## src/rtl/rsa_pkg.sv

```systemverilog
// Shared definitions for the RSA job arbiter.
// Contents: FSM state encoding, requester index constants.
package rsa_pkg;

    typedef enum logic [2:0] {
        ST_IDLE = 3'd0,
        ST_LOAD = 3'd1,
        ST_RUN  = 3'd2,
        ST_DONE = 3'd3,
        ST_ERR  = 3'd4
    } state_t;

    localparam int unsigned REQ_SPI  = 0;
    localparam int unsigned REQ_GPIO = 1;
    localparam int unsigned NUM_REQ  = 2;

endpackage

```

## src/rtl/rsa_job_arbiter_if.sv

```systemverilog
// Bundle of all job-arbiter signals except clock and reset.
// Ports (slave = arbiter view):
//   in : ena, req[1:0], abort[1:0], op_p/op_e/op_m/op_const, tmo_limit,
//        irq_clr, rsa_eoc, rsa_c
//   out: rsa_en, rsa_clr, rsa_p/rsa_e/rsa_m/rsa_const, gnt[1:0], done[1:0],
//        result, result_vld, busy, irq, err_flag
// The master modport is the mirror image (requesters plus the RSA unit).
interface rsa_job_arbiter_if #(
    parameter int WIDTH = 8,
    parameter int TMO_W = 16
);
    logic             ena;
    logic [1:0]       req;
    logic [1:0]       abort;
    logic [WIDTH-1:0] op_p;
    logic [WIDTH-1:0] op_e;
    logic [WIDTH-1:0] op_m;
    logic [WIDTH-1:0] op_const;
    logic [TMO_W-1:0] tmo_limit;
    logic             irq_clr;
    logic             rsa_eoc;
    logic [WIDTH-1:0] rsa_c;

    logic             rsa_en;
    logic             rsa_clr;
    logic [WIDTH-1:0] rsa_p;
    logic [WIDTH-1:0] rsa_e;
    logic [WIDTH-1:0] rsa_m;
    logic [WIDTH-1:0] rsa_const;
    logic [1:0]       gnt;
    logic [1:0]       done;
    logic [WIDTH-1:0] result;
    logic             result_vld;
    logic             busy;
    logic             irq;
    logic             err_flag;

    modport slave (
        input  ena, req, abort, op_p, op_e, op_m, op_const, tmo_limit,
               irq_clr, rsa_eoc, rsa_c,
        output rsa_en, rsa_clr, rsa_p, rsa_e, rsa_m, rsa_const, gnt, done,
               result, result_vld, busy, irq, err_flag
    );

    modport master (
        output ena, req, abort, op_p, op_e, op_m, op_const, tmo_limit,
               irq_clr, rsa_eoc, rsa_c,
        input  rsa_en, rsa_clr, rsa_p, rsa_e, rsa_m, rsa_const, gnt, done,
               result, result_vld, busy, irq, err_flag
    );

endinterface

```

## src/rtl/rsa_rr_arb2.sv

```systemverilog
// Two-input round-robin arbiter with a last-grant pointer.
// Ports:
//   clk, rst : clock, synchronous active-high reset
//   ena      : freezes the pointer when low
//   req[1:0] : request levels, [0]=SPI, [1]=GPIO
//   take     : the current grant is being accepted this cycle
//   gnt[1:0] : combinational one-hot grant (zero when no request)
module rsa_rr_arb2
    import rsa_pkg::*;
(
    input  logic       clk,
    input  logic       rst,
    input  logic       ena,
    input  logic [1:0] req,
    input  logic       take,
    output logic [1:0] gnt
);

    // High when GPIO was granted last; resets high so SPI wins first.
    logic last_gpio;

    always_ff @(posedge clk) begin
        if (rst) begin
            last_gpio <= 1'b1;
        end else if (ena && take) begin
            last_gpio <= gnt[REQ_GPIO];
        end
    end

    always_comb begin
        gnt = '0;
        if (req[REQ_SPI] && req[REQ_GPIO]) begin
            if (last_gpio) begin
                gnt[REQ_SPI] = 1'b1;
            end else begin
                gnt[REQ_GPIO] = 1'b1;
            end
        end else if (req[REQ_SPI]) begin
            gnt[REQ_SPI] = 1'b1;
        end else if (req[REQ_GPIO]) begin
            gnt[REQ_GPIO] = 1'b1;
        end
    end

endmodule

```

## src/rtl/rsa_job_arbiter.sv

```systemverilog
// Arbitrates a shared RSA unit between an SPI and a GPIO requester,
// sequences one job (load, run, done/timeout/abort) and reports results.
// Ports:
//   clk, rst : clock, synchronous active-high reset
//   bus      : rsa_job_arbiter_if.slave (requests, operands, unit
//              handshake, grant/done, result, status flags)
module rsa_job_arbiter
    import rsa_pkg::*;
#(
    parameter int WIDTH = 8,
    parameter int TMO_W = 16
) (
    input logic              clk,
    input logic              rst,
    rsa_job_arbiter_if.slave bus
);

    state_t           state_q;
    state_t           state_d;
    logic [1:0]       gnt_q;
    logic [1:0]       arb_gnt;
    logic [TMO_W-1:0] cnt_q;
    logic [WIDTH-1:0] p_q;
    logic [WIDTH-1:0] e_q;
    logic [WIDTH-1:0] m_q;
    logic [WIDTH-1:0] k_q;
    logic [WIDTH-1:0] result_q;
    logic             vld_q;
    logic             clr_q;
    logic             irq_q;
    logic             err_q;
    logic             abort_hit;
    logic             tmo_hit;
    logic             take;
    logic             job_dropped;

    assign abort_hit = |(bus.abort & gnt_q);
    assign tmo_hit   = (bus.tmo_limit != '0) &&
                       (cnt_q == bus.tmo_limit - TMO_W'(1));
    assign take      = (state_q == ST_IDLE) && (|bus.req);
    // Abort or nothing else: leaving LOAD/RUN straight back to IDLE.
    assign job_dropped = ((state_q == ST_LOAD) || (state_q == ST_RUN)) &&
                         (state_d == ST_IDLE);

    rsa_rr_arb2 u_arb (
        .clk  (clk),
        .rst  (rst),
        .ena  (bus.ena),
        .req  (bus.req),
        .take (take),
        .gnt  (arb_gnt)
    );

    always_comb begin
        state_d = state_q;
        case (state_q)
            ST_IDLE: if (|bus.req) state_d = ST_LOAD;
            ST_LOAD: state_d = abort_hit ? ST_IDLE : ST_RUN;
            ST_RUN: begin
                // Abort beats eoc; eoc beats a same-cycle timeout.
                if (abort_hit) begin
                    state_d = ST_IDLE;
                end else if (bus.rsa_eoc) begin
                    state_d = ST_DONE;
                end else if (tmo_hit) begin
                    state_d = ST_ERR;
                end
            end
            ST_DONE: state_d = ST_IDLE;
            ST_ERR:  state_d = ST_IDLE;
            default: state_d = ST_IDLE;
        endcase
    end

    always_ff @(posedge clk) begin
        if (rst) begin
            state_q  <= ST_IDLE;
            gnt_q    <= '0;
            cnt_q    <= '0;
            p_q      <= '0;
            e_q      <= '0;
            m_q      <= '0;
            k_q      <= '0;
            result_q <= '0;
            vld_q    <= 1'b0;
            clr_q    <= 1'b1;
            irq_q    <= 1'b0;
            err_q    <= 1'b0;
        end else if (bus.ena) begin
            state_q <= state_d;
            // Registered clear: high through LOAD, ERR and the cycle after an abort.
            clr_q   <= (state_d == ST_LOAD) || (state_d == ST_ERR) || job_dropped;

            if (take) begin
                gnt_q <= arb_gnt;
                p_q   <= bus.op_p;
                e_q   <= bus.op_e;
                m_q   <= bus.op_m;
                k_q   <= bus.op_const;
                vld_q <= 1'b0;
                cnt_q <= '0;
            end else if ((state_q != ST_IDLE) && (state_d == ST_IDLE)) begin
                gnt_q <= '0;
            end

            if (state_q == ST_RUN) begin
                cnt_q <= cnt_q + TMO_W'(1);
                if (state_d == ST_DONE) begin
                    result_q <= bus.rsa_c;
                    vld_q    <= 1'b1;
                end
            end

            // Set takes priority over a same-cycle clear.
            if (state_q == ST_DONE) begin
                irq_q <= 1'b1;
            end else if (bus.irq_clr) begin
                irq_q <= 1'b0;
            end

            if (state_q == ST_ERR) begin
                err_q <= 1'b1;
            end else if (bus.irq_clr) begin
                err_q <= 1'b0;
            end
        end
    end

    assign bus.gnt        = gnt_q;
    assign bus.done       = ((state_q == ST_DONE) || (state_q == ST_ERR)) ? gnt_q : '0;
    assign bus.rsa_en     = (state_q == ST_RUN) && bus.ena;
    assign bus.rsa_clr    = clr_q;
    assign bus.rsa_p      = p_q;
    assign bus.rsa_e      = e_q;
    assign bus.rsa_m      = m_q;
    assign bus.rsa_const  = k_q;
    assign bus.result     = result_q;
    assign bus.result_vld = vld_q;
    assign bus.busy       = (state_q != ST_IDLE);
    assign bus.irq        = irq_q;
    assign bus.err_flag   = err_q;

endmodule

```

## src/flat_wrapper.sv

```systemverilog
// flat-port wrapper written by rule: the top's interface ports become plain ports
module rsa_job_arbiter_flat import rsa_pkg::*;
#(
    parameter int WIDTH = 8,
    parameter int TMO_W = 16
)
  (clk, rst, bus_ena, bus_req, bus_abort, bus_op_p, bus_op_e, bus_op_m, bus_op_const, bus_tmo_limit, bus_irq_clr, bus_rsa_eoc, bus_rsa_c, bus_rsa_en, bus_rsa_clr, bus_rsa_p, bus_rsa_e, bus_rsa_m, bus_rsa_const, bus_gnt, bus_done, bus_result, bus_result_vld, bus_busy, bus_irq, bus_err_flag);
  rsa_job_arbiter_if #(.WIDTH(WIDTH), .TMO_W(TMO_W)) bus_i ();
  input logic clk;
  input logic rst;
  input wire logic [$bits(bus_i.ena)-1:0] bus_ena;
  input wire logic [$bits(bus_i.req)-1:0] bus_req;
  input wire logic [$bits(bus_i.abort)-1:0] bus_abort;
  input wire logic [$bits(bus_i.op_p)-1:0] bus_op_p;
  input wire logic [$bits(bus_i.op_e)-1:0] bus_op_e;
  input wire logic [$bits(bus_i.op_m)-1:0] bus_op_m;
  input wire logic [$bits(bus_i.op_const)-1:0] bus_op_const;
  input wire logic [$bits(bus_i.tmo_limit)-1:0] bus_tmo_limit;
  input wire logic [$bits(bus_i.irq_clr)-1:0] bus_irq_clr;
  input wire logic [$bits(bus_i.rsa_eoc)-1:0] bus_rsa_eoc;
  input wire logic [$bits(bus_i.rsa_c)-1:0] bus_rsa_c;
  output wire logic [$bits(bus_i.rsa_en)-1:0] bus_rsa_en;
  output wire logic [$bits(bus_i.rsa_clr)-1:0] bus_rsa_clr;
  output wire logic [$bits(bus_i.rsa_p)-1:0] bus_rsa_p;
  output wire logic [$bits(bus_i.rsa_e)-1:0] bus_rsa_e;
  output wire logic [$bits(bus_i.rsa_m)-1:0] bus_rsa_m;
  output wire logic [$bits(bus_i.rsa_const)-1:0] bus_rsa_const;
  output wire logic [$bits(bus_i.gnt)-1:0] bus_gnt;
  output wire logic [$bits(bus_i.done)-1:0] bus_done;
  output wire logic [$bits(bus_i.result)-1:0] bus_result;
  output wire logic [$bits(bus_i.result_vld)-1:0] bus_result_vld;
  output wire logic [$bits(bus_i.busy)-1:0] bus_busy;
  output wire logic [$bits(bus_i.irq)-1:0] bus_irq;
  output wire logic [$bits(bus_i.err_flag)-1:0] bus_err_flag;
  assign bus_i.ena = bus_ena;
  assign bus_i.req = bus_req;
  assign bus_i.abort = bus_abort;
  assign bus_i.op_p = bus_op_p;
  assign bus_i.op_e = bus_op_e;
  assign bus_i.op_m = bus_op_m;
  assign bus_i.op_const = bus_op_const;
  assign bus_i.tmo_limit = bus_tmo_limit;
  assign bus_i.irq_clr = bus_irq_clr;
  assign bus_i.rsa_eoc = bus_rsa_eoc;
  assign bus_i.rsa_c = bus_rsa_c;
  assign bus_rsa_en = bus_i.rsa_en;
  assign bus_rsa_clr = bus_i.rsa_clr;
  assign bus_rsa_p = bus_i.rsa_p;
  assign bus_rsa_e = bus_i.rsa_e;
  assign bus_rsa_m = bus_i.rsa_m;
  assign bus_rsa_const = bus_i.rsa_const;
  assign bus_gnt = bus_i.gnt;
  assign bus_done = bus_i.done;
  assign bus_result = bus_i.result;
  assign bus_result_vld = bus_i.result_vld;
  assign bus_busy = bus_i.busy;
  assign bus_irq = bus_i.irq;
  assign bus_err_flag = bus_i.err_flag;
  rsa_job_arbiter #(.WIDTH(WIDTH), .TMO_W(TMO_W)) u_core (.clk(clk), .rst(rst), .bus(bus_i));
endmodule
```

## config.mk

```make
export PLATFORM = sky130hd
export DESIGN_NAME = rsa_job_arbiter_flat
export DESIGN_NICKNAME = d
export VERILOG_FILES = /design/src/rtl/rsa_pkg.sv /design/src/rtl/rsa_job_arbiter_if.sv /design/src/rtl/rsa_rr_arb2.sv /design/src/rtl/rsa_job_arbiter.sv /design/src/flat_wrapper.sv
export SDC_FILE = /design/constraint.sdc
export NUM_CORES = 1
export LEC_CHECK = 0
export ABC_AREA = 1
export BUFFER_PORTS_ARGS = -buffer_cell sky130_fd_sc_hd__buf_2
export CAP_MARGIN = 20
export CORE_UTILIZATION = 46
export CTS_BUF_LIST = sky130_fd_sc_hd__clkbuf_16
export DETAILED_ROUTE_END_ITERATION = 10
export PLACE_DENSITY = 0.88
export SLEW_MARGIN = 20
export SYNTH_ARGS = -nofsm -noshare
export SYNTH_HDL_FRONTEND = slang
export SYNTH_SLANG_ARGS = --single-unit
```

## constraint.sdc

```tcl
create_clock -name clk -period 1.7 [get_ports clk]
set_input_delay 0.34 -clock clk [delete_from_list [all_inputs] [get_ports clk]]
set_output_delay 0.34 -clock clk [all_outputs]
set_load 0.02 [all_outputs]
```

==> reports/results.txt, run 1 <==
status = complete, but fails checks
violated checks = setup timing
Detail Route Antenna Nets = 0
total track usage = 24.5%
initial antenna violation count = 0
sequential cell fraction of total power = 39.2%
max-slew violations = 0
Synth Flop Type = dfxtp_1
internal power = 3.07 mW
CTS tree = yes
DR WL/cell = 12.6 um
vias per cell = 4.96
Crit path arrival time = 1.96 ns
die area = 7820 sq um
Core Util, Final = 65.6%
CP endpoint kind = register
placed inst area = 4240 sq um
gate count of the mapped netlist = 512
layout cells sized above 1 = 33.7%
cell row count = 31
Crit Path Max Fanout = 3
RSZ-0062 raised after global routing = yes
largest net degree at the start of global routing = 43
Max VDD drop = 0.714 mV
FFs w/ async S/R, synth = 0%
clock tree sinks = 66
Worst Path Class, Setup = register to register
final clock skew = 0.0107 ns
die width = 88.4 um
Fillers = 641
max frequency = 0.576 GHz
port bufs = 114
Clk pwr share = 43.2%
Max-slew headroom = 78.0%
top cells by area, synth = dfxtp_1, nor2_1, nand2_1, o21ai_0, inv_1
Cell Area, Synth = 3440 sq um
synthesis-to-layout area growth = 38.6%
residual DRC count = 0
Ys Warns = 0
gr ovfl total = 0
number of global-route vias before repair = 3660
count leader, synth = nor2_1
Post-Layout Inst Area = 4760 sq um
Yosys top cell area share = 38.5%
DRT iter0 DRCs = 157
sw frac = 28.5%
worst slack, placed = -0.261 ns
final hold viol count = 0
EDFF count, synth = 0
syn avg cell area = 6.71 sq um
diode count = 0
CTS buffer count = 9
gpl congestion = 0.926
Comb power frac = 17.6%
final worst slack = -0.0360 ns
Storage cell area = 1330 sq um
most area-hungry cell type in the Yosys netlist = dfxtp_1
Startpoint Class = register
Die Ht = 88.4 um
Core Footprint = 7250 sq um
Bufs on Longest Clock Path = 2
WP data required = 1.92 ns
io pins = 115
Switching Power = 1.23 mW
Skew-Pair Late Insertion Delay = 0.34 ns
commonest cells in the netlist = nor2_1, nand2_1, dfxtp_1
Root Driver = clkbuf_16
Total Nets Final = 724
Final HPWL DP = 6.87 mm
# Max-Cap Violations = 0
Netlist cell types = 39
leakage power = 2.35 nW
Min-Delay Path Class = input pin to register
Mapped Nets = 579
first-pass GRT wire length = 14.9 mm
Min Clock Period, post-route = 1.74 ns
area of the multi-input gates = 1940 sq um
# H-tree levels = 3
WL final = 9.59 mm
Worst-path clk slew = 0.06 ns
final setup vio count = 1
post-synthesis register bit count = 66
setup TNS = -0.0360 ns
Slew @ Worst Pin = 0.327 ns
power density over the cells = 903 nW/um^2
Initial Utilization = 47.4%
Pre-Repair DR Iteration Count = 4
post-synthesis sequential area ratio = 38.5%
Period Utilization, post-route = 102%
vias = 3776
==> power groups by stage <==
stage	combinational, mW	sequential, mW	clock (mW)
2_1_floorplan	0.339	1.81	0
3_3_place_gp	0.678	1.71	0
3_5_place_dp	0.700	1.71	0
4_1_cts	0.706	1.68	1.87
5_1_grt	0.837	1.70	1.94
6_report	0.758	1.69	1.86
==> critical path, stage by stage (launching register included) <==
cell	delay (ns)
dfxtp_1	0.34
ha_1	0.16
inv_1	0.10
nor4_4	0.26
nand3_4	0.15
nor3_4	0.22
nand2_2	0.11
nor2_4	0.13
a21oi_1	0.07
o21a_1	0.10
==> final cells by class <==
cell class / count / share of cell area (%)
inverter: 56 / 4.60
clock inverter: 7 / 1.60
tap: 99 / 2.60
clock buffer: 9 / 4.73
multi-input combinational: 376 / 40.8
sequential: 66 / 28.0
timing repair buffer: 148 / 17.7
==> routing by layer <==
metal	track usage [%]	vias to the layer above	routed length [um]
met5	0	-	0
met4	14.2	0	307
met3	6.90	25	705
met2	44.1	131	4670
met1	25.5	1710	3910
li1	-	1910	-
==> registers in the layout, indices dropped and copies added, names as in the netlist <==
register / flops
u_core.bus.gnt: 2
u_core.bus.err_flag: 1
u_core.bus.result: 8
u_core.bus.rsa_e: 8
u_core.bus.rsa_p: 8
u_core.state_q: 3
u_core.bus.result_vld: 1
u_core.u_arb.last_gpio: 1
u_core.bus.rsa_m: 8
u_core.bus.irq: 1
u_core.bus.rsa_const: 8
u_core.cnt_q: 16
u_core.bus.rsa_clr: 1
==> kinds of logic after synthesis <==
kind of cell	after synthesis	synth area share [%]
adders and majority gates	2	0.728
xor gates and xnor gates	13	3.31
buffers and inverters	70	8.41
and+or+nand+nor	285	37.3
DFF	66	38.5
AOI/OAI and AO/OA	76	11.8
==> cell usage in the layout, fill, tap and decap left out, types with 7 or more instances in the layout <==
master     instances
nor2_4             7
o21ai_0           50
inv_1             40
nor2_2             8
clkbuf_16          9
buf_2            113
xor2_1             8
buf_4             34
nand3_1           23
nor2_1           117
dfxtp_1           59
nand2_1           94
a21oi_1           16
inv_2             11
==> repair_timing <==
action	CTS	global route
buffers inserted	0	11
hold buffers	0	0
pin swaps	0	15
resized for setup	3	38
endpoints found under the setup margin	3	13
==> through the flow <==
step	hold WS (ns)	instances	power, mW
final	0.233	761	4.30
after global routing	0.245	761	4.48
after CTS	0.229	750	4.26
after detailed placement	0.461	734	2.41
after global placement	0.451	734	2.39
after floorplan	0.443	512	2.15
==> path summary, 6_finish.rpt <==
path,from,endpoint,slack [ns],cells after the start
setup reg to reg,u_core.cnt_q[1],u_core.cnt_q[12],-0.04,9
hold reg to reg,u_core.bus.result_vld,u_core.bus.result_vld,0.47,2
hold / removal,bus_rsa_c[3],u_core.bus.result[3],0.23,3
setup / recovery,u_core.cnt_q[1],u_core.cnt_q[12],-0.04,9
(Power assumes the default switching activity.)
==> run 2, diff against run 1 <==
--- a/config.mk
+++ b/config.mk
@@ -15,4 +15,5 @@
 export SLEW_MARGIN = 20
 export SYNTH_ARGS = -nofsm -noshare
 export SYNTH_HDL_FRONTEND = slang
+export SYNTH_HIERARCHICAL = 1
 export SYNTH_SLANG_ARGS = --single-unit
==> run 2 against run 1 <==
Against the previous run: the flow still finishes with violations (setup timing); critical path depth grew 2; clock power shrank 7%; worst hold slack gained 0.039 ns; flip-flop and latch count is the same; routed wire length grew 18%; area after synthesis grew 0.69%; die area grew 0.67%; clock-buffer cell count is the same; cell count grew 6.4%; largest power group unchanged.
==> reports/results.txt, run 2 <==
# Max-Cap Violations = 0 (unchanged)
CTS tree = yes
adder-cell share of the synthesized area = 0.723% (-0.0050 points)
Switching Power = 1.21 mW (-1.6%)
Comb power frac = 20.7% (+3.1 points)
FFs w/ async S/R, synth = 0% (unchanged)
Synth Area in XOR/XNOR = 3.54% (+0.23 points)
Mapped Nets = 597 (+3.1%)
WP data required = 1.93 ns (about the same)
Largest Register = u_core/cnt_q
port bufs = 114 (unchanged)
area of the multi-input gates = 2110 sq um (+8.8%)
Post-CTS Hold Fix Bufs = 0 (unchanged)
Worst Path Class, Setup = register to register
max-slew violations = 0 (unchanged)
top cells by area, synth = dfxtp_1, nor2_1, nand2_1, inv_1, o21ai_0
final setup vio count = 21 (+20)
DR WL/cell = 13.9 um (+11%)
Detail Route Antenna Nets = 0 (unchanged)
final clock skew = 0.0136 ns (+0.00285 ns)
Period Utilization, post-route = 109% (+6.9 points)
commonest non-fill, non-tap cell in the layout = buf_2
count leader, synth = nor2_1
Max VDD drop = 0.623 mV (-13%)
Skew-Pair Late Insertion Delay = 0.33 ns (about the same)
status = complete, but fails checks
most area-hungry cell type in the Yosys netlist = dfxtp_1
final worst slack = -0.153 ns (-0.117 ns)
final hold viol count = 0 (unchanged)
Worst-path clk slew = 0.06 ns (about the same)
DRT iter0 DRCs = 361 (+130%)
Core Footprint = 7250 sq um (unchanged)
Cell Area, Synth = 3460 sq um (+0.69%)
largest net degree at the start of global routing = 43 (unchanged)
post-synthesis compound-gate area fraction = 11.1% (-0.73 points)
CTS buffer count = 9 (unchanged)
Fillers = 522 (-19%)
Initial Utilization = 47.7% (+0.33 points)
gate count of the mapped netlist = 530 (+3.5%)
Startpoint Class = register
synthesis-to-layout area growth = 53.4%
Clk pwr share = 40.2% (-3.0 points)
io pins = 115 (unchanged)
setup TNS = -1.74 ns (-1.70 ns)
Pre-Repair DR Iteration Count = 5 (+1)
Ys Warns = 6 (+6)
flop2flop setup slack = -0.15 ns (-0.12 ns)
Die Ht = 88.7 um (+0.33%)
leakage power = 2.61 nW (+11%)
residual DRC count = 0 (unchanged)
RR Endpoint = u_core/cnt_q[11]
Root Driver = clkbuf_16
Crit Path Max Fanout = 3 (unchanged)
# H-tree levels = 3 (unchanged)
Bufs on Longest Clock Path = 2 (unchanged)
Worst R2R Start = u_core/state_q[0]
diode count = 0 (unchanged)
layout cells sized above 1 = 40.8% (+7.1 points)
Min-Delay Path Class = input pin to register
worst slack, placed = -0.398 ns (-0.137 ns)
Slew @ Worst Pin = 0.470 ns (+0.142 ns)
CP endpoint kind = register
power density over the cells = 811 nW/um^2 (-10%)
crit path from = u_core/state_q[0]
vias per cell = 5.13 (+3.5%)
sequential cell fraction of total power = 39.1% (about the same)
gr ovfl total = 0 (unchanged)
Synth Flop Type = dfxtp_1
die area = 7870 sq um (+0.67%)
violated checks = setup timing
EDFF count, synth = 0 (unchanged)
combinational family with the most area after synthesis = simple AND/OR/NAND/NOR gates
post-synthesis sequential area ratio = 38.2% (-0.26 points)
WL final = 11.3 mm (+18%)
gpl congestion = 0.925 (-0.19%)
sw frac = 28.0% (-0.48 points)
total track usage = 26.3% (+1.8 points)
Yosys top cell area share = 38.2% (-0.26 points)
max frequency = 0.540 GHz (-6.3%)
RSZ-0062 raised after global routing = yes
first-pass GRT wire length = 16.1 mm (+8.0%)
die width = 88.7 um (+0.33%)
number of global-route vias before repair = 3842 (+5.0%)
Min Clock Period, post-route = 1.85 ns (+0.117 ns)
initial antenna violation count = 0 (unchanged)
multiplexer area fraction after synthesis = 0% (unchanged)
Netlist cell types = 39 (unchanged)
post-synthesis register bit count = 66 (unchanged)
syn avg cell area = 6.53 sq um (-2.7%)
Storage cell area = 1340 sq um (+0.28%)
Total Nets Final = 774 (+6.9%)
most frequent cells in the layout = buf_2, nor2_1, nand2_1
max FFs per register = 16 (unchanged)
Final HPWL DP = 6.89 mm (+0.36%)
Simple-Gate Fraction of Synth Area = 36.1% (-1.2 points)
CP endpoint = u_core/cnt_q[11]
commonest cells in the netlist = nor2_1, nand2_1, inv_1
cell row count = 31 (unchanged)
Max-slew headroom = 68.3% (-9.7 points)
R2R depth = 11 (+2)
clock tree sinks = 66 (unchanged)
vias = 4159 (+10%)
internal power = 3.10 mW (+0.72%)
Crit path arrival time = 2.08 ns (+0.12 ns)
==> run 2: what timing repair did <==
action,in CTS,in global routing
setup endpoints to repair,18,23
gates cloned,2,0
resized for setup,37,76
buffers inserted,6,8
pin swaps,32,58
==> run 2: logic make-up after synthesis <==
family,count (synthesis)
adders and majority gates,2
and+or+nand+nor,281
DFF,66
buffers and inverters,95
xor gates and xnor gates,14
AOI/OAI and AO/OA,72
==> run 2: worst min path at each step <==
stage	from	to	slack, ns	depth (start not counted)
2_1_floorplan	rst	u_core/u_arb/last_gpio	0.43	2
3_3_place_gp	u_core/cnt_q[15]	u_core/cnt_q[15]	0.45	1
3_5_place_dp	u_core/bus.rsa_clr	u_core/bus.rsa_clr	0.46	2
4_1_cts	bus_op_p[1]	u_core/bus.rsa_p[1]	0.27	3
5_1_grt	bus_op_m[6]	u_core/bus.rsa_m[6]	0.28	3
6_report	bus_op_const[0]	u_core/bus.rsa_const[0]	0.27	3
==> run 2: worst max-delay path: stages (launching register included) <==
cell and delay, ns:
dfxtp_4 0.37, nor3_2 0.22, nand2_2 0.11, nand2_4 0.11, nand3_4 0.09, nor3_4 0.23
nand2_2 0.11, nor2_4 0.14, buf_4 0.12, buf_6 0.08, nor2_1 0.03, nor3_1 0.12
==> run 2: cell type report <==
cell class              count  area share, %
clock buffers               9           4.24
multi-input cells         371           39.8
inverters                  79           6.06
repair buffers            180           21.4
well taps                  99           2.33
clock inverters             6          0.943
flip-flops and latches     66           25.2
==> run 2: per-layer routing <==
layer,track usage (%),part of all wire (%),vias to the layer above
met5,0,0,-
met4,14.5,3.5,0
met3,6.44,7.1,49
met2,47.4,50,223
met1,28.3,39,1868
li1,-,-,2019
==> run 2: power by group through the flow <==
stage	Combinational, mW	Clock, mW	Sequential (mW)
finish	0.890	1.73	1.68
global route	0.969	1.81	1.69
CTS	0.798	1.73	1.68
global placement	0.739	0	1.70
detailed placement	0.762	0	1.71
floorplan	0.349	0	1.80
==> run 2: per-stage QoR <==
stage                     hold WS, ns  cells  utilization, %  power [mW]  cell area (sq um)
final                           0.272    810            73.2        4.30               5310
after global routing            0.284    810            73.2        4.47               5310
after global placement          0.452    779            62.8        2.44               4560
after floorplan                 0.428    530               -        2.15               3530
after detailed placement        0.463    779            62.8        2.47               4560
after CTS                       0.268    802            69.0        4.21               5010
